[src/rtl/if_stage_pipe.sv]
module if_stage_pipe #(
  parameter int unsigned        ADDR_W    = 32,
  parameter int unsigned        INSTR_W   = 32,
  parameter int unsigned        MEM_DEPTH = 64,
  parameter logic [ADDR_W-1:0]  RESET_PC  = '0,
  parameter logic [INSTR_W-1:0] NOP_WORD  = '0,
  parameter logic [INSTR_W-1:0] ROM_INIT [MEM_DEPTH] = '{default: '0}
) (
  input  logic               clk,
  input  logic               rst,
  input  logic               pc_src,
  input  logic [ADDR_W-1:0]  branch_target,
  input  logic               stall,
  input  logic               flush,
  output logic [ADDR_W-1:0]  pc_out,
  output logic [ADDR_W-1:0]  pc4_out,
  output logic [INSTR_W-1:0] instr_out,
  output logic               valid_out
`ifdef IF_PERF_CNT_EN
  ,
  output logic [31:0]        fetch_cnt,
  output logic [31:0]        stall_cnt
`endif
);

  localparam int unsigned IDX_W = (MEM_DEPTH > 1) ? $clog2(MEM_DEPTH) : 1;

  typedef enum logic {S_RUN, S_HOLD} state_t;

  logic [ADDR_W-1:0]  r_pc;
  state_t             r_state;
  state_t             w_state_nxt;
  logic [ADDR_W-1:0]  w_pc4;
  logic [ADDR_W-1:0]  w_target;
  logic [ADDR_W-3:0]  w_word;
  logic [IDX_W-1:0]   w_idx;
  logic               w_in_range;
  logic [INSTR_W-1:0] w_fetch;
  logic               w_do_stall;
  logic               w_do_fetch;

  assign w_pc4      = r_pc + ADDR_W'(4);
  assign w_target   = {branch_target[ADDR_W-1:2], 2'b00};
  assign w_word     = r_pc[ADDR_W-1:2];
  assign w_idx      = w_word[IDX_W-1:0];
  assign w_in_range = ({2'b00, w_word} < ADDR_W'(MEM_DEPTH));
  assign w_fetch    = w_in_range ? ROM_INIT[w_idx] : NOP_WORD;

  assign w_do_stall = !pc_src && !flush && stall;
  assign w_do_fetch = !pc_src && !flush && !stall;

  always_ff @(posedge clk or posedge rst) begin
    if (rst) begin
      r_pc      <= RESET_PC;
      pc_out    <= '0;
      pc4_out   <= '0;
      instr_out <= NOP_WORD;
      valid_out <= 1'b0;
    end else if (pc_src) begin
      r_pc      <= w_target;
      instr_out <= NOP_WORD;
      valid_out <= 1'b0;
    end else if (flush) begin
      r_pc      <= w_pc4;
      instr_out <= NOP_WORD;
      valid_out <= 1'b0;
    end else if (!stall) begin
      r_pc      <= w_pc4;
      pc_out    <= r_pc;
      pc4_out   <= w_pc4;
      instr_out <= w_fetch;
      valid_out <= 1'b1;
    end
  end

  always_comb begin
    w_state_nxt = r_state;
    case (r_state)
      S_RUN:   if (w_do_stall)  w_state_nxt = S_HOLD;
      S_HOLD:  if (!w_do_stall) w_state_nxt = S_RUN;
      default: w_state_nxt = S_RUN;
    endcase
  end

  always_ff @(posedge clk or posedge rst) begin
    if (rst) r_state <= S_RUN;
    else     r_state <= w_state_nxt;
  end

`ifdef IF_PERF_CNT_EN
  always_ff @(posedge clk or posedge rst) begin
    if (rst) begin
      fetch_cnt <= '0;
      stall_cnt <= '0;
    end else begin
      if (w_do_fetch && (fetch_cnt != '1)) fetch_cnt <= fetch_cnt + 32'd1;
      if (w_do_stall && (stall_cnt != '1)) stall_cnt <= stall_cnt + 32'd1;
    end
  end
`endif

endmodule

[config.mk]
export PLATFORM = sky130hd
export DESIGN_NAME = if_stage_pipe
export DESIGN_NICKNAME = d
export VERILOG_FILES = /design/src/rtl/if_stage_pipe.sv
export SDC_FILE = /design/constraint.sdc
export NUM_CORES = 1
export LEC_CHECK = 0
export ABC_CLOCK_PERIOD_IN_PS = 10700
export CAP_MARGIN = 30
export CORE_ASPECT_RATIO = 2
export CORE_MARGIN = 10
export CORE_UTILIZATION = 52
export CTS_CLUSTER_SIZE = 16
export DETAILED_ROUTE_END_ITERATION = 10
export GPL_ROUTABILITY_DRIVEN = 0
export PLACE_DENSITY = 0.86
export SYNTH_ARGS = -nofsm -noshare
export SYNTH_HDL_FRONTEND = slang
export SYNTH_SLANG_ARGS = --single-unit
[constraint.sdc]
create_clock -name clk -period 10.7 [get_ports clk]
set_clock_uncertainty 0.05 [all_clocks]
set_input_delay 3.21 -clock clk [delete_from_list [all_inputs] [get_ports clk]]
set_output_delay 3.21 -clock clk [all_outputs]
set_load 0.005 [all_outputs]
=== After elaboration in Yosys (flattened, before gate mapping) ===
Memories as Yosys holds them, arrays and structs flattened.
Cells that the tools add are included.

* Add/sub/neg operators: 1
* Order comparisons: 2
* Eq/ne operators: 1
* Multiplexer cells: 12
* Bitwise gates (word level): 4
* Reduce and logical (&&, ||, !) cells: 1

{| class="wikitable"
|+ Operators with widths
! operator !! number
|-
| 32-bit 2-to-1 mux || 9
|-
| 32-bit by 3-bit adder with 32-bit output (second input constant) || 1
|-
| 30-bit by 7-bit less-than comparator with 1-bit output (second input constant) || 1
|-
| 7-bit greater-or-equal comparator (second input constant) || 1
|-
| 6-bit NOT with 7-bit output || 1
|-
| 1-bit 2-to-1 mux || 3
|-
| 3-bit by 2-bit != test with 1-bit output (second input constant) || 1
|-
| 1-bit NOT || 3
|-
| 3-bit AND reduction || 1
|}

* Flip-flop bits (word level): 129
* Memory bits (read-only): 2048
* Bits of input ports: 37
* Output and inout bits: 97
* Word-level logic and storage cells: 27
* Memories kept: 1

{| class="wikitable"
|+ Memory list
! memory !! depth !! bits a word !! rd ports !! clocked after memory_dff !! write ports !! RTL line !! text
|-
| (name not given) || 64 || 32 || 1 || 0 || 0 || 47 || <nowiki>assign w_fetch = w_in_range ? ROM_INIT[w_idx] : NOP_WORD;</nowiki>
|}

=== Logic depth before layout (Yosys ltp) ===
* Depth in word-level cells: 8
* Depth in mapped cells: 8
* Gate-level depth less buffers: 5

=== Least setup slack after synthesis ===
No wires, ideal clock.

* Path kind: input to register
* Start: input pc_src
* End: register pc4_out[2]
* Library setup time: 0.119 ns
* Arrival time: 4.362 ns
* Required time: 10.531 ns
* Slack: 6.169 ns
* Cell stages on the path: 5
* Buffers on the path: 2
* Cell sequence: clkbuf_1 > nor3_1 > clkbuf_1 > nand2_1 > o21a_1

* Longest elaborated chain between the ends: 2

{| class="wikitable"
|+ Ends and longest elaborated chain
! element !! RTL line !! text
|-
| from (decl) || 11 || <nowiki>input logic pc_src,</nowiki>
|-
| 1-bit NOT (no source line) || -- ||
|-
| 3-bit AND reduction (no source line) || -- ||
|-
| to (signal assigned) || 70 || <nowiki>pc4_out <= w_pc4;</nowiki>
|-
| to (decl) || 16 || <nowiki>output logic [ADDR_W-1:0] pc4_out,</nowiki>
|}

Every way passes these cells.
A chain may end at the register's enable or synchronous reset.

=== Final worst setup path ===
* Start: input pc_src
* End: register pc4_out[20]

Same word-level chain as after synthesis.

==> results.md <==
- Outcome: completed
- Seq/Total Area, Yosys: 47.5%
- Wirelength, routed: 13.4 mm
- First-pass GRT wire length: 20.9 mm
- Hold Buf Count CTS: 0
- Vias in the first global route: 4255
- Die ar.: 0.0137 sq mm
- Root buf cell: clkbuf_16
- # IOs: 134
- Via count: 4264
- Unrepaired setup endpoints after global routing: no
- Endpoints failing hold: 0
- DIE WIDTH: 87.9 um
- Period utilization: 47.9%
- Vias/cell: 5.83
- Synth area leaders: dfrtp_1, nand2_1, buf_4
- Mapped Avg Cell Area: 8.67 sq um
- Gate power share: 21.0%
- DP HPWL: 9.57 mm
- Average wire per standard cell: 18.4 um
- CP startpoint kind: input pin
- Clock Latency Late Sink: 0.34 ns
- Final ANT Viol Nets: 0
- Layout cell share with drive strength beyond 1: 4.93%
- Hold Crit Class: reg2reg
- GR Overflow Total: 0
- Sequential power share: 43.6%
- Worst Tran Pin Value: 0.897 ns
- Commonest cells post-synth: nand2_1, dfrtp_1, buf_4, o21ai_0, nor2_1
- Core ar.: 0.00901 sq mm
- Port-buffer cells: 95
- VDD IR max: 0.0990 mV
- NumNets Final: 662
- Postcts setup bufs: 0
- Layout fillers: 724
- Critical Path RT: 10.93 ns
- Worst-path clk slew: 0.06 ns
- LEAKAGE: 2.52 nW
- Critical path peak fanout: 35
- P&R area growth vs syn: 25.0%
- DR pass1 iterations: 5
- Psw: 0.275 mW
- DR iter-0 viols: 428
- Worst setup EP type: register
- Final setup TNS: 0 ns
- Post-route cell area: 0.00599 sq mm
- CTS tree: done
- Cell-internal power: 0.745 mW
- Most frequent cell after synthesis: nand2_1
- Initial antenna violation count: 0
- # clock sinks: 91
- CTS resizes: 0
- Arr. time, crit path: 5.36 ns
- Yosys top cell by area: dfrtp_1
- Seq cells post-synth: 91
- Chip height: 156 um
- CTS Buf Count: 9
- Number of flops mapped to enable cells by yosys: 0
- Setup violators final: 0
- Residual DRC count: 0
- Synth top area share: 47.5%
- Rows: 49
- Slew Viols, Final: 0
- Max-Cap Viols: 0
- Ant. Diodes: 0
- Clock power share: 35.3%
- Initial core utilization: 53.2%
- Top_reg_cell synth: dfrtp_1
- Cell variety after synth: 41
- Ys async rst share: 100%
- Area of the mapped netlist: 0.00480 sq mm
- Synth Warn #: 0
- H-tree levels: 3
- Power Density: 170 mW/mm^2
- Largest net degree at the start of global routing: 77
- Fmax: 195 MHz
- CTS Buffer Depth: 2
- Crit path kind: in2reg
- Gr usage total: 19.1%
- Switching Fraction: 27.0%
- Min Tclk post-route: 5.13 ns
- Placed Area: 0.00562 sq mm
- Final Util: 66.5%
- Syn Inst Count: 553
- Relative slew slack: 39.7%
==> sequential cells by signal, indices dropped and copies added (netlist names) <==
register,count
pc4_out,30
pc_out,30
r_pc,30
valid_out,1
==> area by class of cell <==
type | count | area, sq um | area share, %
Tap cell | 102 | 128 | 2.13
Inverter | 6 | 23.8 | 0.397
Multi-Input combinational cell | 414 | 2180 | 36.4
Clock buffer | 10 | 229 | 3.82
Timing Repair Buffer | 102 | 1040 | 17.4
Clock inverter | 6 | 114 | 1.90
Sequential cell | 91 | 2280 | 38.0
==> power groups by stage <==
stage / clock (mW) / combinational (mW) / sequential [mW]
3_3_place_gp: 0 / 0.208 / 0.446
3_5_place_dp: 0 / 0.215 / 0.450
5_1_grt: 0.377 / 0.236 / 0.452
2_1_floorplan: 0 / 0.104 / 0.437
6_report: 0.361 / 0.215 / 0.445
4_1_cts: 0.364 / 0.216 / 0.445
==> worst paths after layout <==
check	cells past startpoint	slack [ns]	from	end
setup / recovery	6	5.57	pc_src	pc4_out[20]
hold / removal	2	0.42	pc_out[28]	pc_out[28]
setup reg to reg	5	7.98	r_pc[2]	r_pc[22]
hold reg to reg	2	0.42	pc_out[28]	pc_out[28]
max in group asynchronous	4	6.71	rst	pc4_out[6]
min in group asynchronous	2	3.07	rst	pc_out[15]
==> routing by layer <==
metal | GRT usage (%) | wire length (um) | vias up | part of all wire [%]
met5 | 0 | 0 | - | 0
met4 | 8.78 | 372 | 0 | 2.8
met3 | 4.45 | 1010 | 27 | 7.5
met2 | 33.7 | 7170 | 200 | 53
met1 | 20.6 | 4890 | 2047 | 36
li1 | - | - | 1990 | -
==> critical path, stage by stage <==
cell and delay (ns):
clkdlybuf4s50_1 0.39, buf_4 0.24, or3_2 0.81, buf_16 0.29, nor4_1 0.28, a211o_1 0.13
==> through the flow <==
| step | hold slack (ns) | std cells | total power, mW | setup slack, ns |
|---|---|---|---|---|
| after floorplan | 0.420 | 588 | 0.541 | 5.08 |
| after global placement | 0.409 | 713 | 0.654 | 5.13 |
| after detailed placement | 0.413 | 714 | 0.665 | 5.22 |
| after CTS | 0.429 | 730 | 1.03 | 5.57 |
| after global routing | 0.454 | 731 | 1.06 | 5.45 |
| final | 0.424 | 731 | 1.02 | 5.57 |
==> cell families after synthesis <==
group	count (synthesis)	share of synthesized area, %
other cells	1	0.0782
compound gates	93	11.9
xor+xnor	23	4.20
flops	91	47.5
mux	1	0.209
simple gates	260	25.9
buf+inv	83	9.94
fa+ha+maj	1	0.261
==> layout by cell type (no fill, tap or decap), drive strengths merged, types with 3 or more instances in the layout <==
cell type,n
and4,3
nand4,15
clkdlybuf4s50,95
clkbuf,10
or3,11
o311ai,3
and3,6
nand3,19
o21ai,38
or4,18
nor4,9
nor2,36
bufinv,3
buf,7
dfrtp,91
inv,5
conb,36
nand2,129
o31ai,16
xor2,8
xnor2,15
a31oi,28
nor3,9
No activity file was read; power rests on OpenSTA's default activity.
